[config.mk]
export PLATFORM = sky130hd
export DESIGN_NAME = fp_add_sched
export DESIGN_NICKNAME = d
export VERILOG_FILES = /design/src/rtl/fp_add_sched_pkg.sv /design/src/rtl/fp_add_sched_tagfifo.sv /design/src/rtl/fp_add_sched.sv
export SDC_FILE = /design/constraint.sdc
export NUM_CORES = 1
export LEC_CHECK = 0
export ABC_AREA = 1
export CAP_MARGIN = 20
export CORE_AREA = 10 10 151 153
export CTS_CLUSTER_SIZE = 25
export DETAILED_ROUTE_END_ITERATION = 8
export DIE_AREA = 0 0 161 163
export PLACE_DENSITY_LB_ADDON = 0.25
export REMOVE_ABC_BUFFERS = 1
export SYNTH_ARGS = -nofsm -noshare
export SYNTH_HDL_FRONTEND = slang
export SYNTH_SLANG_ARGS = --single-unit
[constraint.sdc]
create_clock -name clk -period 5.1 [get_ports clk]
set_input_delay 1.02 -clock clk [delete_from_list [all_inputs] [get_ports clk]]
set_output_delay 1.02 -clock clk [all_outputs]
set_load 0.005 [all_outputs]
[src/rtl/fp_add_sched_pkg.sv]
// Shared types and constants for the fp_add_sched adder scheduler.
package fp_add_sched_pkg;

   localparam int unsigned DEF_NREQ   = 4;
   localparam int unsigned DEF_DW     = 32;
   localparam int unsigned PERF_CNT_W = 16;

   typedef logic [$clog2(DEF_NREQ)-1:0] req_id_t;
   typedef logic [31:0]                 fp32_t;

endpackage

[src/rtl/fp_add_sched_tagfifo.sv]
// In-flight requester-ID FIFO; head entry names the owner of the next adder result.
module fp_add_sched_tagfifo
   import fp_add_sched_pkg::*;
#(
   parameter int unsigned DEPTH = 8,
   parameter int unsigned IDW   = 2
) (
   input  logic                     clk,
   input  logic                     rst,
   input  logic                     push,
   input  logic                     pop,
   input  logic [IDW-1:0]           din,
   output logic [IDW-1:0]           dout,
   output logic                     full,
   output logic                     empty,
   output logic [$clog2(DEPTH):0]   count
);

   localparam int unsigned AW = $clog2(DEPTH);
   localparam int unsigned CW = AW + 1;

   logic [IDW-1:0] mem [DEPTH];
   logic [AW-1:0]  wr_ptr;
   logic [AW-1:0]  rd_ptr;
   logic           do_push;
   logic           do_pop;

   assign do_push = push && !full;
   assign do_pop  = pop && !empty;
   assign full    = (count == CW'(DEPTH));
   assign empty   = (count == '0);
   assign dout    = mem[rd_ptr];

   // Pointers wrap naturally at the power-of-two depth.
   always_ff @(posedge clk) begin
      if (rst) begin
         wr_ptr <= '0;
         rd_ptr <= '0;
         count  <= '0;
      end else begin
         if (do_push) wr_ptr <= wr_ptr + AW'(1);
         if (do_pop)  rd_ptr <= rd_ptr + AW'(1);
         count <= count + CW'(do_push) - CW'(do_pop);
      end
   end

   always_ff @(posedge clk) begin
      if (do_push) mem[wr_ptr] <= din;
   end

endmodule

[src/rtl/fp_add_sched.sv]
// Round-robin sharing of one in-order float adder among NREQ requesters.
// Define FP_ADD_SCHED_PERF_EN to add per-requester saturating issue counters.
module fp_add_sched
   import fp_add_sched_pkg::*;
#(
   parameter int unsigned NREQ         = DEF_NREQ,
   parameter int unsigned MAX_INFLIGHT = 8,
   parameter int unsigned DW           = DEF_DW
) (
   input  logic                 clk,
   input  logic                 rst,
   input  logic [NREQ-1:0]      req_valid,
   output logic [NREQ-1:0]      req_ready,
   input  logic [NREQ*DW-1:0]   req_a,
   input  logic [NREQ*DW-1:0]   req_b,
   output logic [NREQ-1:0]      rsp_valid,
   input  logic [NREQ-1:0]      rsp_ready,
   output logic [DW-1:0]        rsp_c,
   output logic [DW-1:0]        add_a,
   output logic [DW-1:0]        add_b,
   output logic                 add_a_valid,
   output logic                 add_b_valid,
   input  logic                 add_a_ready,
   input  logic                 add_b_ready,
   input  logic [DW-1:0]        add_c,
   input  logic                 add_c_valid,
   output logic                 add_c_ready,
   output logic                 busy
`ifdef FP_ADD_SCHED_PERF_EN
   ,
   output logic [NREQ*PERF_CNT_W-1:0] perf_issue_cnt
`endif
);

   localparam int unsigned IDW = $clog2(NREQ);
   localparam int unsigned CW  = $clog2(MAX_INFLIGHT) + 1;

   logic [DW-1:0]  a_arr [NREQ];
   logic [DW-1:0]  b_arr [NREQ];
   logic [IDW-1:0] rr_ptr;
   logic [IDW-1:0] grant;
   logic [IDW-1:0] cand;
   logic [IDW-1:0] head;
   logic           any_valid;
   logic           can_issue;
   logic           fifo_full;
   logic           fifo_empty;
   logic           pop;
   logic [CW-1:0]  fifo_count;
   logic [DW-1:0]  a_q;
   logic [DW-1:0]  b_q;

   for (genvar i = 0; i < NREQ; i++) begin : g_unpack
      assign a_arr[i] = req_a[i*DW +: DW];
      assign b_arr[i] = req_b[i*DW +: DW];
   end

   // First valid requester at or after rr_ptr, wrapping modulo NREQ.
   always_comb begin
      any_valid = 1'b0;
      grant     = rr_ptr;
      cand      = rr_ptr;
      for (int unsigned k = 0; k < NREQ; k++) begin
         cand = IDW'((32'(rr_ptr) + k) % NREQ);
         if (!any_valid && req_valid[cand]) begin
            any_valid = 1'b1;
            grant     = cand;
         end
      end
   end

   // Full check uses the registered count, so a same-cycle pop does not free a slot.
   assign can_issue   = any_valid && add_a_ready && add_b_ready && !fifo_full && !rst;
   assign add_a_valid = can_issue;
   assign add_b_valid = can_issue;
   assign req_ready   = can_issue ? (NREQ'(1) << grant) : '0;
   assign add_a       = can_issue ? a_arr[grant] : a_q;
   assign add_b       = can_issue ? b_arr[grant] : b_q;

   // Results come back in issue order; the FIFO head names their owner.
   assign rsp_valid   = (add_c_valid && !fifo_empty && !rst) ? (NREQ'(1) << head) : '0;
   assign rsp_c       = add_c;
   assign add_c_ready = rsp_ready[head] && !fifo_empty && !rst;
   assign pop         = add_c_valid && add_c_ready;
   assign busy        = (fifo_count != '0);

   always_ff @(posedge clk) begin
      if (rst) begin
         rr_ptr <= '0;
         a_q    <= '0;
         b_q    <= '0;
      end else if (can_issue) begin
         rr_ptr <= IDW'((32'(grant) + 1) % NREQ);
         a_q    <= a_arr[grant];
         b_q    <= b_arr[grant];
      end
   end

   fp_add_sched_tagfifo #(
      .DEPTH (MAX_INFLIGHT),
      .IDW   (IDW)
   ) u_tagfifo (
      .clk   (clk),
      .rst   (rst),
      .push  (can_issue),
      .pop   (pop),
      .din   (grant),
      .dout  (head),
      .full  (fifo_full),
      .empty (fifo_empty),
      .count (fifo_count)
   );

`ifdef FP_ADD_SCHED_PERF_EN
   logic [PERF_CNT_W-1:0] perf_cnt [NREQ];

   // Saturating per-requester issue counters.
   always_ff @(posedge clk) begin
      for (int unsigned i = 0; i < NREQ; i++) begin
         if (rst) begin
            perf_cnt[i] <= '0;
         end else if (can_issue && (grant == IDW'(i)) && (perf_cnt[i] != '1)) begin
            perf_cnt[i] <= perf_cnt[i] + PERF_CNT_W'(1);
         end
      end
   end

   for (genvar i = 0; i < NREQ; i++) begin : g_perf
      assign perf_issue_cnt[i*PERF_CNT_W +: PERF_CNT_W] = perf_cnt[i];
   end
`endif

endmodule
==> summary.txt <==
Run status
  – Status: finished, final reports clean

Final layout
  – Layout cells sized above 1: 3.43%
  – Final instance area: 10,900 µm²
  – Commonest non-fill, non-tap cell in the layout: nand2_1
  – Multi-input logic area: approximately 4200 µm²
  – Most frequent cells in the layout: nand2_1, clkdlybuf4s50_1, nand3_1
  – Register Area: about 2100 µm²
  – Post-layout util: a little over half
  – Layout Nets: 1,827
  – Fill cells: 2,064
  – Area Overhead vs Synth: 49.0%

Floorplan
  – I/O Pins: ~410
  – Die area: about 26,000 µm²
  – Starting Density: 36.9%
  – Std cell rows: between 50 and 60
  – Width of the die: 161 µm
  – Die Span Y: about 160 µm
  – Core area: between 15,000 and 20,000 µm²

Worst setup path
  – Critical Setup Path Class: primary input to output pin
  – Critical-path maximum fanout: 76
  – CP max stage delay: 550 ps
  – Reg2reg setup slack: between 2000 and 2500 ps
  – R2R depth: 14
  – Slowest CP cell: clkdlybuf4s50_1
  – Worst EP required: between 4000 and 5000 ps
  – Crit Reg-Reg Startpoint: rr_ptr[0]
  – Worst setup SP type: primary input
  – FF-to-FF End: u_tagfifo.count[2]
  – Critical path arrival: between 3000 and 4000 ps
  – Crit-path most repeated cell: nand2_1
  – Crit. End Element: output pin
  – CP cell instances: clkdlybuf4s50_1, nand2_1, nand2_1, nand2_1, nand2_1, nor2_2, nand4_1, nand2_4, buf_12, nand2_1, nand2_1, nand2_1, nand3_1, nand2_1, inv_1, clkdlybuf4s50_1

Synthesis
  – Register area share after synthesis: between 20% and 30%
  – Number of synthesized flops with an enable pin: 16
  – Synthesized area: 7340 µm²
  – Syn Area/Cell: roughly 5.8 µm²
  – Largest cells by area after synthesis: nand2_1, dfxtp_1, nand3_1, edfxtp_1, inv_1
  – Unique cell type count in the Yosys netlist: 26
  – FF+latch count, synth: 95
  – Gate count of the mapped netlist: roughly 1,300
  – Synth top area share: a little over a quarter
  – Post-synth ARST share: 0%
  – Synth area leader: nand2_1
  – Most used DFF post-synth: dfxtp_1
  – Ys Warns: 0

Routing
  – Vias per Instance: around 4.7
  – Post-route DRC: 0
  – Initial DRC count: 409
  – TritonRoute pass-1 iters: 5
  – Final wirelength: 30.2 mm
  – Post-route ant nets: 0
  – Wire length per cell: between 15 and 20 µm
  – Via count: ~8,500

GRT
  – Overflow left after global routing: 0
  – Vias in the first global route: 7,958
  – Initial antenna violation count: 2
  – Global Route Usage Sum: 21.7%
  – Largest net degree at the start of global routing: 85
  – First-pass GRT wire length: ~45 mm

STA
  – Fin. max-slew vios: 0
  – Final setup fails: 0
  – Slew HR: a little over two fifths
  – Final hold viol count: 0
  – Setup ws final: around 290 ps
  – F_max: between 200 and 250 MHz
  – RSZ-0062 raised after global routing: false
  – Period minus WS final: a little under 5000 ps
  – Tcrit/Tclk final: approximately 94%
  – Slew @ Worst Pin: just under 900 ps
  – Layout Skew: slightly above 4 ps

Clocking
  – Worst-path clk slew: approximately 70 ps
  – Clock root buffer: clkbuf_16
  – Worst-skew pair later-pin latency: 340 ps
  – CTS resizes: 0
  – CTS tree: built
  – CTS Sinks: between 90 and 100
  – Clock Tree Buf Depth: 2
  – Postcts setup bufs: 0
  – H-tree depth: 3
  – Hold_buf cts: 0
  – CTS buffer count: 9

Worst hold path
  – Hold Path Sink: u_tagfifo.wr_ptr[0]
  – Worst Min Path Start: u_tagfifo.wr_ptr[0]
  – Min-delay worst type: flip-flop to flip-flop
  – Worst Hold Depth: 2

Run
  – Max-Cap Viols: 0

Placement
  – Port Buf Inserts: about 340
  – DPL Wire Length: 22.8 mm
  – Post-DP Area: roughly 11,000 µm²
  – Routability cong.: 0.848
  – DP Worst Slack: between 200 and 300 ps

Pwr
  – Power Density: between 200 and 300 nW/µm²
  – Max rail drop VDD: 0.192 mV
  – P_leak: about 5.5 nW
  – Total Power: between 0.003 and 0.004 W
## registers in the layout, indices dropped and copies added, names as in the netlist, named ones only
| name | count |
|---|---|
| u_tagfifo.rd_ptr | 3 |
| u_tagfifo.count | 4 |
| a_q | 32 |
| u_tagfifo.mem | 16 |
| b_q | 32 |
| rr_ptr | 2 |
| u_tagfifo.wr_ptr | 3 |
## cell type report
cell class	count	share of cell area [%]
clock buffers	13	2.39
repair buffers	358	33.4
clock inverters	3	0.377
flip-flops and latches	95	18.8
diodes	2	0.0457
multi-input cells	947	38.3
well taps	270	3.09
inverters	102	3.51
## critical path: cells and delay by family
kind                   cells  cell delay (ps)
buffers and inverters      4             1360
and+or+nand+nor           12             1350
## layer usage
layer  track usage, %  share of wire [%]
met2             36.3                 49
met3             11.0                 10
met1             24.2                 39
met5             2.84               0.35
met4             4.59                1.4
## Yosys cell counts (6+ instances only)
cell and n:
nand3_1 212, nor2_1 84, clkbuf_1 19, or2_2 12
buf_4 41, or2_1 53, a21oi_1 10, buf_6 11
dfxtp_1 79, nand2_2 6, nor3_1 6, edfxtp_1 16
buf_2 42, o21ai_0 7, ha_1 12, nand2_1 536
inv_1 99
## how the worst max path moves through the flow
| stage | from | end |
|---|---|---|
| 2_1_floorplan | req_valid[1] | req_ready[3] |
| 3_3_place_gp | req_valid[1] | add_a[8] |
| 3_5_place_dp | req_valid[3] | add_a[8] |
| 4_1_cts | req_valid[3] | add_a[8] |
| 5_1_grt | req_valid[3] | add_a[8] |
| 6_report | req_valid[3] | add_a[8] |
## metrics by stage
stage	hold slack [ps]	TNS [ps]	instances
2_1_floorplan	456	-370220	1144
3_3_place_gp	475	0	1772
3_5_place_dp	484	0	1772
4_1_cts	495	0	1788
5_1_grt	516	0	1789
6_report	495	0	1790
## power breakdown
group          internal, W  switching [W]  leakage, nW
combinational     0.000753       0.000950         4.54
clock             0.000409       0.000291        0.143
sequential        0.000837      0.0000202        0.790
## cells by family after synthesis
logic type | after synthesis | synth area share [%]
xor gates and xnor gates | 2 | 0.239
AOI/OAI and AO/OA | 18 | 1.26
DFF | 95 | 28.1
and+or+nand+nor | 914 | 53.1
buffers and inverters | 216 | 15.0
adders and majority gates | 13 | 2.32
Power figures use the tool's default switching activity.
